$ cat src/rtl/hazard_scoreboard_pkg.sv
// Shared constants for the hazard scoreboard: register/tnew encodings, forwarding and MDU defaults.
// Scoreboard entry layout, MSB first: {valid, addr[REG_ADDR_W-1:0], tnew[TNEW_W-1:0], md_start, md_is_div}.
package hazard_scoreboard_pkg;

  localparam int REG_ADDR_W = 5;
  localparam logic [REG_ADDR_W-1:0] REG_ZERO = '0;

  localparam int TNEW_W_DEF = 2;

  // Decoder encodings at the default width; all-ones on a tuse field means the operand is never read.
  typedef enum logic [TNEW_W_DEF-1:0] {
    TNEW_JAL   = 2'd0,
    TNEW_ALU   = 2'd1,
    TNEW_LOAD  = 2'd2,
    TUSE_NEVER = 2'd3
  } tnew_code_e;

  localparam int FWD_RF = 0;

  localparam int MULT_CYCLES_DEF = 5;
  localparam int DIV_CYCLES_DEF  = 10;

endpackage

$ cat src/rtl/hazard_md_counter.sv
// Mult/div busy counter: loads the unit latency while an md op sits in E, then counts down to idle.
module hazard_md_counter
  import hazard_scoreboard_pkg::*;
#(
  parameter int MULT_CYCLES = MULT_CYCLES_DEF,
  parameter int DIV_CYCLES  = DIV_CYCLES_DEF
) (
  input  logic clk,
  input  logic reset_n,
  input  logic start_i,
  input  logic is_div_i,
  output logic busy_o
);

  localparam int MAX_CYCLES = (DIV_CYCLES > MULT_CYCLES) ? DIV_CYCLES : MULT_CYCLES;
  localparam int CNT_W      = $clog2(MAX_CYCLES + 1);

  logic [CNT_W-1:0] count_q, count_d;

  always_comb begin
    count_d = count_q;
    if (start_i) begin
      count_d = is_div_i ? CNT_W'(DIV_CYCLES) : CNT_W'(MULT_CYCLES);
    end else if (count_q != '0) begin
      count_d = count_q - CNT_W'(1);
    end
  end

  always_ff @(posedge clk or negedge reset_n) begin
    if (!reset_n) begin
      count_q <= '0;
    end else begin
      count_q <= count_d;
    end
  end

  assign busy_o = (count_q != '0);

endmodule

$ cat src/rtl/hazard_scoreboard.sv
// D-stage hazard unit: shift-register scoreboard of in-flight writers driving stall and forward selects.
// Define HAZARD_STATS_EN to add the stall_cnt / md_stall_cnt statistics outputs.
module hazard_scoreboard
  import hazard_scoreboard_pkg::*;
#(
  parameter int NUM_STAGES  = 3,
  parameter int TNEW_W      = TNEW_W_DEF,
  parameter int MULT_CYCLES = MULT_CYCLES_DEF,
  parameter int DIV_CYCLES  = DIV_CYCLES_DEF,
  parameter int FSEL_W      = $clog2(NUM_STAGES + 1)
) (
  input  logic                  clk,
  input  logic                  reset_n,
  input  logic                  D_valid,
  input  logic [REG_ADDR_W-1:0] D_rs,
  input  logic [REG_ADDR_W-1:0] D_rt,
  input  logic [TNEW_W-1:0]     D_tuse_rs,
  input  logic [TNEW_W-1:0]     D_tuse_rt,
  input  logic [REG_ADDR_W-1:0] D_wr_addr,
  input  logic [TNEW_W-1:0]     D_tnew,
  input  logic                  D_md_start,
  input  logic                  D_md_is_div,
  input  logic                  D_md_use,
  output logic                  stall,
  output logic [FSEL_W-1:0]     fwd_rs_sel,
  output logic [FSEL_W-1:0]     fwd_rt_sel,
  output logic                  md_busy
`ifdef HAZARD_STATS_EN
  ,
  output logic [31:0]           stall_cnt,
  output logic [31:0]           md_stall_cnt
`endif
);

  typedef struct packed {
    logic                  valid;
    logic [REG_ADDR_W-1:0] addr;
    logic [TNEW_W-1:0]     tnew;
    logic                  md_start;
    logic                  md_is_div;
  } sb_entry_t;

  sb_entry_t [NUM_STAGES:1] sb_q, sb_d;

  logic [NUM_STAGES:1] rs_match, rt_match;
  logic                rs_hit, rt_hit;
  logic [FSEL_W-1:0]   rs_sel, rt_sel;
  logic [TNEW_W-1:0]   rs_tnew, rt_tnew;
  logic                rs_stall, rt_stall, md_stall;

  for (genvar gi = 1; gi <= NUM_STAGES; gi++) begin : g_match
    assign rs_match[gi] = sb_q[gi].valid && (sb_q[gi].addr == D_rs) && (D_rs != REG_ZERO);
    assign rt_match[gi] = sb_q[gi].valid && (sb_q[gi].addr == D_rt) && (D_rt != REG_ZERO);
  end

  // Scan oldest to youngest so the lowest matching stage is the one that sticks.
  always_comb begin
    rs_hit  = 1'b0;
    rt_hit  = 1'b0;
    rs_sel  = FSEL_W'(FWD_RF);
    rt_sel  = FSEL_W'(FWD_RF);
    rs_tnew = '0;
    rt_tnew = '0;
    for (int k = NUM_STAGES; k >= 1; k--) begin
      if (rs_match[k]) begin
        rs_hit  = 1'b1;
        rs_sel  = FSEL_W'(k);
        rs_tnew = sb_q[k].tnew;
      end
      if (rt_match[k]) begin
        rt_hit  = 1'b1;
        rt_sel  = FSEL_W'(k);
        rt_tnew = sb_q[k].tnew;
      end
    end
  end

  assign rs_stall = rs_hit && (D_tuse_rs != '1) && (rs_tnew > D_tuse_rs);
  assign rt_stall = rt_hit && (D_tuse_rt != '1) && (rt_tnew > D_tuse_rt);
  assign md_stall = D_md_use && (md_busy || sb_q[1].md_start);
  assign stall    = D_valid && (rs_stall || rt_stall || md_stall);

  assign fwd_rs_sel = rs_sel;
  assign fwd_rt_sel = rt_sel;

  // Only entry 1 sees stall; older entries simply age with a saturating tnew countdown.
  always_comb begin
    sb_d[1] = '0;
    if (D_valid && !stall) begin
      sb_d[1].valid     = 1'b1;
      sb_d[1].addr      = D_wr_addr;
      sb_d[1].tnew      = D_tnew;
      sb_d[1].md_start  = D_md_start;
      sb_d[1].md_is_div = D_md_is_div;
    end
    for (int k = 2; k <= NUM_STAGES; k++) begin
      sb_d[k] = sb_q[k-1];
      if (sb_q[k-1].tnew != '0) begin
        sb_d[k].tnew = sb_q[k-1].tnew - TNEW_W'(1);
      end
    end
  end

  always_ff @(posedge clk or negedge reset_n) begin
    if (!reset_n) begin
      sb_q <= '0;
    end else begin
      sb_q <= sb_d;
    end
  end

  // MDU flags leaving the last stage have no consumer.
  logic unused_tail;
  assign unused_tail = sb_q[NUM_STAGES].md_start ^ sb_q[NUM_STAGES].md_is_div;

  hazard_md_counter #(
    .MULT_CYCLES (MULT_CYCLES),
    .DIV_CYCLES  (DIV_CYCLES)
  ) u_md_counter (
    .clk      (clk),
    .reset_n  (reset_n),
    .start_i  (sb_q[1].md_start),
    .is_div_i (sb_q[1].md_is_div),
    .busy_o   (md_busy)
  );

`ifdef HAZARD_STATS_EN
  logic [31:0] stall_cnt_q, md_stall_cnt_q;

  always_ff @(posedge clk or negedge reset_n) begin
    if (!reset_n) begin
      stall_cnt_q    <= '0;
      md_stall_cnt_q <= '0;
    end else begin
      if (stall) begin
        stall_cnt_q <= stall_cnt_q + 32'd1;
      end
      if (D_valid && md_stall) begin
        md_stall_cnt_q <= md_stall_cnt_q + 32'd1;
      end
    end
  end

  assign stall_cnt    = stall_cnt_q;
  assign md_stall_cnt = md_stall_cnt_q;
`endif

endmodule

$ cat config.mk
export PLATFORM = sky130hd
export DESIGN_NAME = hazard_scoreboard
export DESIGN_NICKNAME = d
export VERILOG_FILES = /design/src/rtl/hazard_scoreboard_pkg.sv /design/src/rtl/hazard_md_counter.sv /design/src/rtl/hazard_scoreboard.sv
export SDC_FILE = /design/constraint.sdc
export NUM_CORES = 1
export LEC_CHECK = 0
export ABC_CLOCK_PERIOD_IN_PS = 3600
export CORE_MARGIN = 5
export CORE_UTILIZATION = 45
export DETAILED_ROUTE_END_ITERATION = 7
export PLACE_DENSITY = 0.69
export SLEW_MARGIN = 20
export SYNTH_ARGS = -nofsm -noshare
export SYNTH_HDL_FRONTEND = slang
export SYNTH_HIERARCHICAL = 1
export SYNTH_SLANG_ARGS = --single-unit
$ cat constraint.sdc
create_clock -name clk -period 3.6 [get_ports clk]
set_input_delay 0.36 -clock clk [delete_from_list [all_inputs] [get_ports clk]]
set_output_delay 0.36 -clock clk [all_outputs]
set_load 0.05 [all_outputs]
==> flow_metrics.py <==
metrics = {
    "status": {
        "status": "finished, final reports clean",
    },
    "global_route": {
        "gr-max-usage-layer": "met2",
        "grt_max_degree": 31,
        "antenna_found_initial": 0,
        "grt_use_total": 0.162,
        "grt_pass1_wl_um": 6600,
        "overflow": 0,
        "use_met1": 0.184,
        "grt.met3_usage": 0.0427,
        "use_met2": 0.277,
        "grt_pass1_vias": 1461,
    },
    "sta": {
        "drv_slew": 0,
        "whs_ns": 0.394,
        "period_needed_ns": 3.45,
        "setup_viol_count_final": 0,
        "tightest_slew_ns": 0.535,
        "grt_setup_unrepaired": "no",
        "slew_headroom": 0.643,
        "clock.fmax_mhz": 290,
        "period_share": 0.958,
        "hold_viol": 0,
        "skew_ns": 0.00217,
    },
    "logic_synthesis": {
        "syn_area_um2": 1800,
        "ys_ff_latch": 30,
        "yosys-top-cells-area": "dfrtp_1 42%, xnor2_1 13%, nor4_2 7.7%",
        "synth_top_area_frac": 0.418,
        "syn_nets": 196,
        "syn_area_per_cell_um2": 11.0,
        "yosys.cell_types.count": 37,
        "yosysTopAreaCell": "dfrtp_1",
        "yosys_warnings": 6,
        "syn_inst": 163,
        "ys_seq_area_frac": 0.418,
    },
    "setup_path": {
        "arrival_ns": 3.09,
        "reg2reg_to": "sb_q[3]$_DFF_PN0_",
        "reg2reg_from": "sb_d[28]$_DFF_PN0_",
        "crit_path_max_fanout": 6,
        "crit_type": "in2out",
        "cp_data_required_time_ns": 3.24,
        "cp-start-kind": "input port",
        "worstSetupStartpoint": "D_rs[0]",
        "r2r_slack_ns": 0.82,
        "worstSetupEndpointType": "primary output",
        "rr_worst_depth": 10,
        "critPathCapture": "stall",
    },
    "finish": {
        "drive_above_1_share": 0.199,
        "final_util": 0.605,
        "finalNetCount": 244,
        "antenna_cells": 0,
        "area_growth_pct": 32.8,
    },
    "clock_tree": {
        "cts_tree": "done",
        "cts_hold_repair.buffers": 0,
        "h-tree-depth": 2,
        "clkLatencyLatePin_ns": 0.27,
        "cts-root-buf": "clkbuf_8",
        "clkTransAtPathRegs_ns": 0.06,
        "cts_sinks": 30,
        "clock_path_buffers": 2,
        "cts_made_buffers": 5,
    },
    "detailed_routing": {
        "antenna_left": 0,
        "avgRoutedWirePerCell_um": 15.1,
        "viasPerCell": 5.17,
        "routed_wl_um": 3950,
        "drt_iter0_markers": 92,
        "drcViolationCount": 0,
        "num_vias": 1350,
        "dr.pass1.iters": 4,
    },
    "floorplan": {
        "fp.dieW_um": 73.2,
        "initial_utilization": 0.455,
        "die_h_um": 73.2,
        "core_area_um2": 3940,
        "ioPinCount": 33,
        "rows": 23,
        "die_area_um2": 5350,
    },
    "job": {
        "maxCapViolCount": 0,
    },
    "power_and_ir_drop": {
        "vdd_ir_drop_max_v": 0.000286,
        "leakagePower_nw": 1.05,
        "power_density_nw_per_um2": 403,
    },
    "placed_design": {
        "io_buffer_count": 32,
        "gp_congestion": 0.865,
        "hpwlAfterDp_um": 3060,
    },
    "min_path": {
        "min_path_type": "reg2reg",
        "worstHoldPathCells": 0,
    },
}
kinds of logic after synthesis:
logic type / synth area share
AOI/OAI and AO/OA: 0.0794
xor gates and xnor gates: 0.156
adders and majority gates: 0.0418
buffers and inverters: 0.0348
DFF: 0.418
muxes: 0.0174
and+or+nand+nor: 0.252
cells in the mapped netlist, drive strengths merged:
master / count
nor3b: 1
o31a: 3
nor2b: 2
a31oi: 2
a21oi: 2
and2: 3
nand2b: 2
nand4: 6
a21o: 2
nor3: 4
or4: 2
and3: 1
a221oi: 2
xor2: 6
ha: 6
clkbuf: 1
mux2: 1
o21ai: 3
buf: 2
inv: 7
o21a: 4
dlygate4sd3: 1
nor2: 7
mux2i: 2
or3: 2
dfrtp: 30
nor4b: 4
nand2: 15
o31ai: 2
xnor2: 26
nor4: 12
worst min path at each step:
stage                                  start            endpoint  slack, ns
after floorplan                      reset_n  sb_d[10]$_DFF_PN0_       0.06
after global placement    sb_d[29]$_DFF_PN0_  sb_q[29]$_DFF_PN0_       0.38
after detailed placement  sb_d[29]$_DFF_PN0_  sb_q[29]$_DFF_PN0_       0.38
after CTS                 sb_d[29]$_DFF_PN0_  sb_q[29]$_DFF_PN0_       0.39
after global routing      sb_d[29]$_DFF_PN0_  sb_q[29]$_DFF_PN0_       0.40
final                     sb_d[29]$_DFF_PN0_  sb_q[29]$_DFF_PN0_       0.39
layout make-up:
cell class	instances	area [um2]
Clock buffer	5	68.8
Clock inverter	2	10.0
Fill cell	311	1560
Inverter	7	26.3
Multi-Input combinational cell	122	1010
Sequential cell	30	751
Tap cell	50	62.6
Timing Repair Buffer	45	454
report_power, final:
part           internal [mW]  total, mW  switching [mW]
sequential             0.383      0.426          0.0434
combinational          0.148      0.290           0.142
clock                  0.129      0.246           0.116
total                  0.660      0.961           0.302
registers in the layout, indices dropped and copies added, names as in the netlist:
name and flops:
sb_d 14, sb_q 12, u_md_counter/count_q 4
per-stage QoR:
stage                     cell area (um2)  total power [mW]  std cells  setup TNS [ns]  worst slack (ns)
after floorplan                      1800             0.614        163               0             0.593
after global placement               2240             0.703        252               0            0.0447
after detailed placement             2240             0.719        252         -0.0437           -0.0437
after CTS                            2350             0.973        261               0           0.00459
after global routing                 2380              1.02        261               0           0.00718
final                                2380             0.961        261               0             0.151
cell usage in the layout, fill, tap and decap left out, drive strengths merged:
cell type      synthesis  layout
a21o                   2       2
a21oi                  2       2
a221oi                 2       2
a31oi                  2       2
and2                   3       3
and3                   1       1
buf                    2      15
clkbuf                 1       5
clkdlybuf4s50          0      22
clkinv                 0       2
dfrtp                 30      30
dlygate4sd2            0       1
dlymetal6s2s           0       7
ha                     6       6
inv                    7       7
mux2                   1       1
mux2i                  2       2
nand2                 15      15
nand2b                 2       2
nand4                  6       6
nor2                   7       7
nor2b                  2       2
nor3                   4       4
nor3b                  1       1
nor4                  12      12
nor4b                  4       4
o21a                   4       4
o21ai                  3       3
o31a                   3       3
o31ai                  2       2
or3                    2       2
or4                    2       2
xnor2                 26      26
xor2                   6       6
worst max-delay path: stages:
cell and delay [ns]:
clkdlybuf4s50_1 0.51, or4_4 0.49, nor2_8 0.15, or3_1 0.18
a31oi_1 0.10, o21a_1 0.19, ha_1 0.28, a221oi_1 0.26
o31a_2 0.21, o31a_1 0.19, buf_12 0.15
routing by layer:
layer | routed length [um] | up-vias
met5 | 0 | -
met4 | 63 | 0
met3 | 177 | 6
met2 | 2030 | 34
met1 | 1680 | 639
li1 | - | 671
timing repair:
item | CTS | global route
setup buffers | 2 | 0
endpoints found under the setup margin | 1 | 1
resized for setup | 2 | 10
pin swaps | 1 | 3
Power figures use the tool's default switching activity.
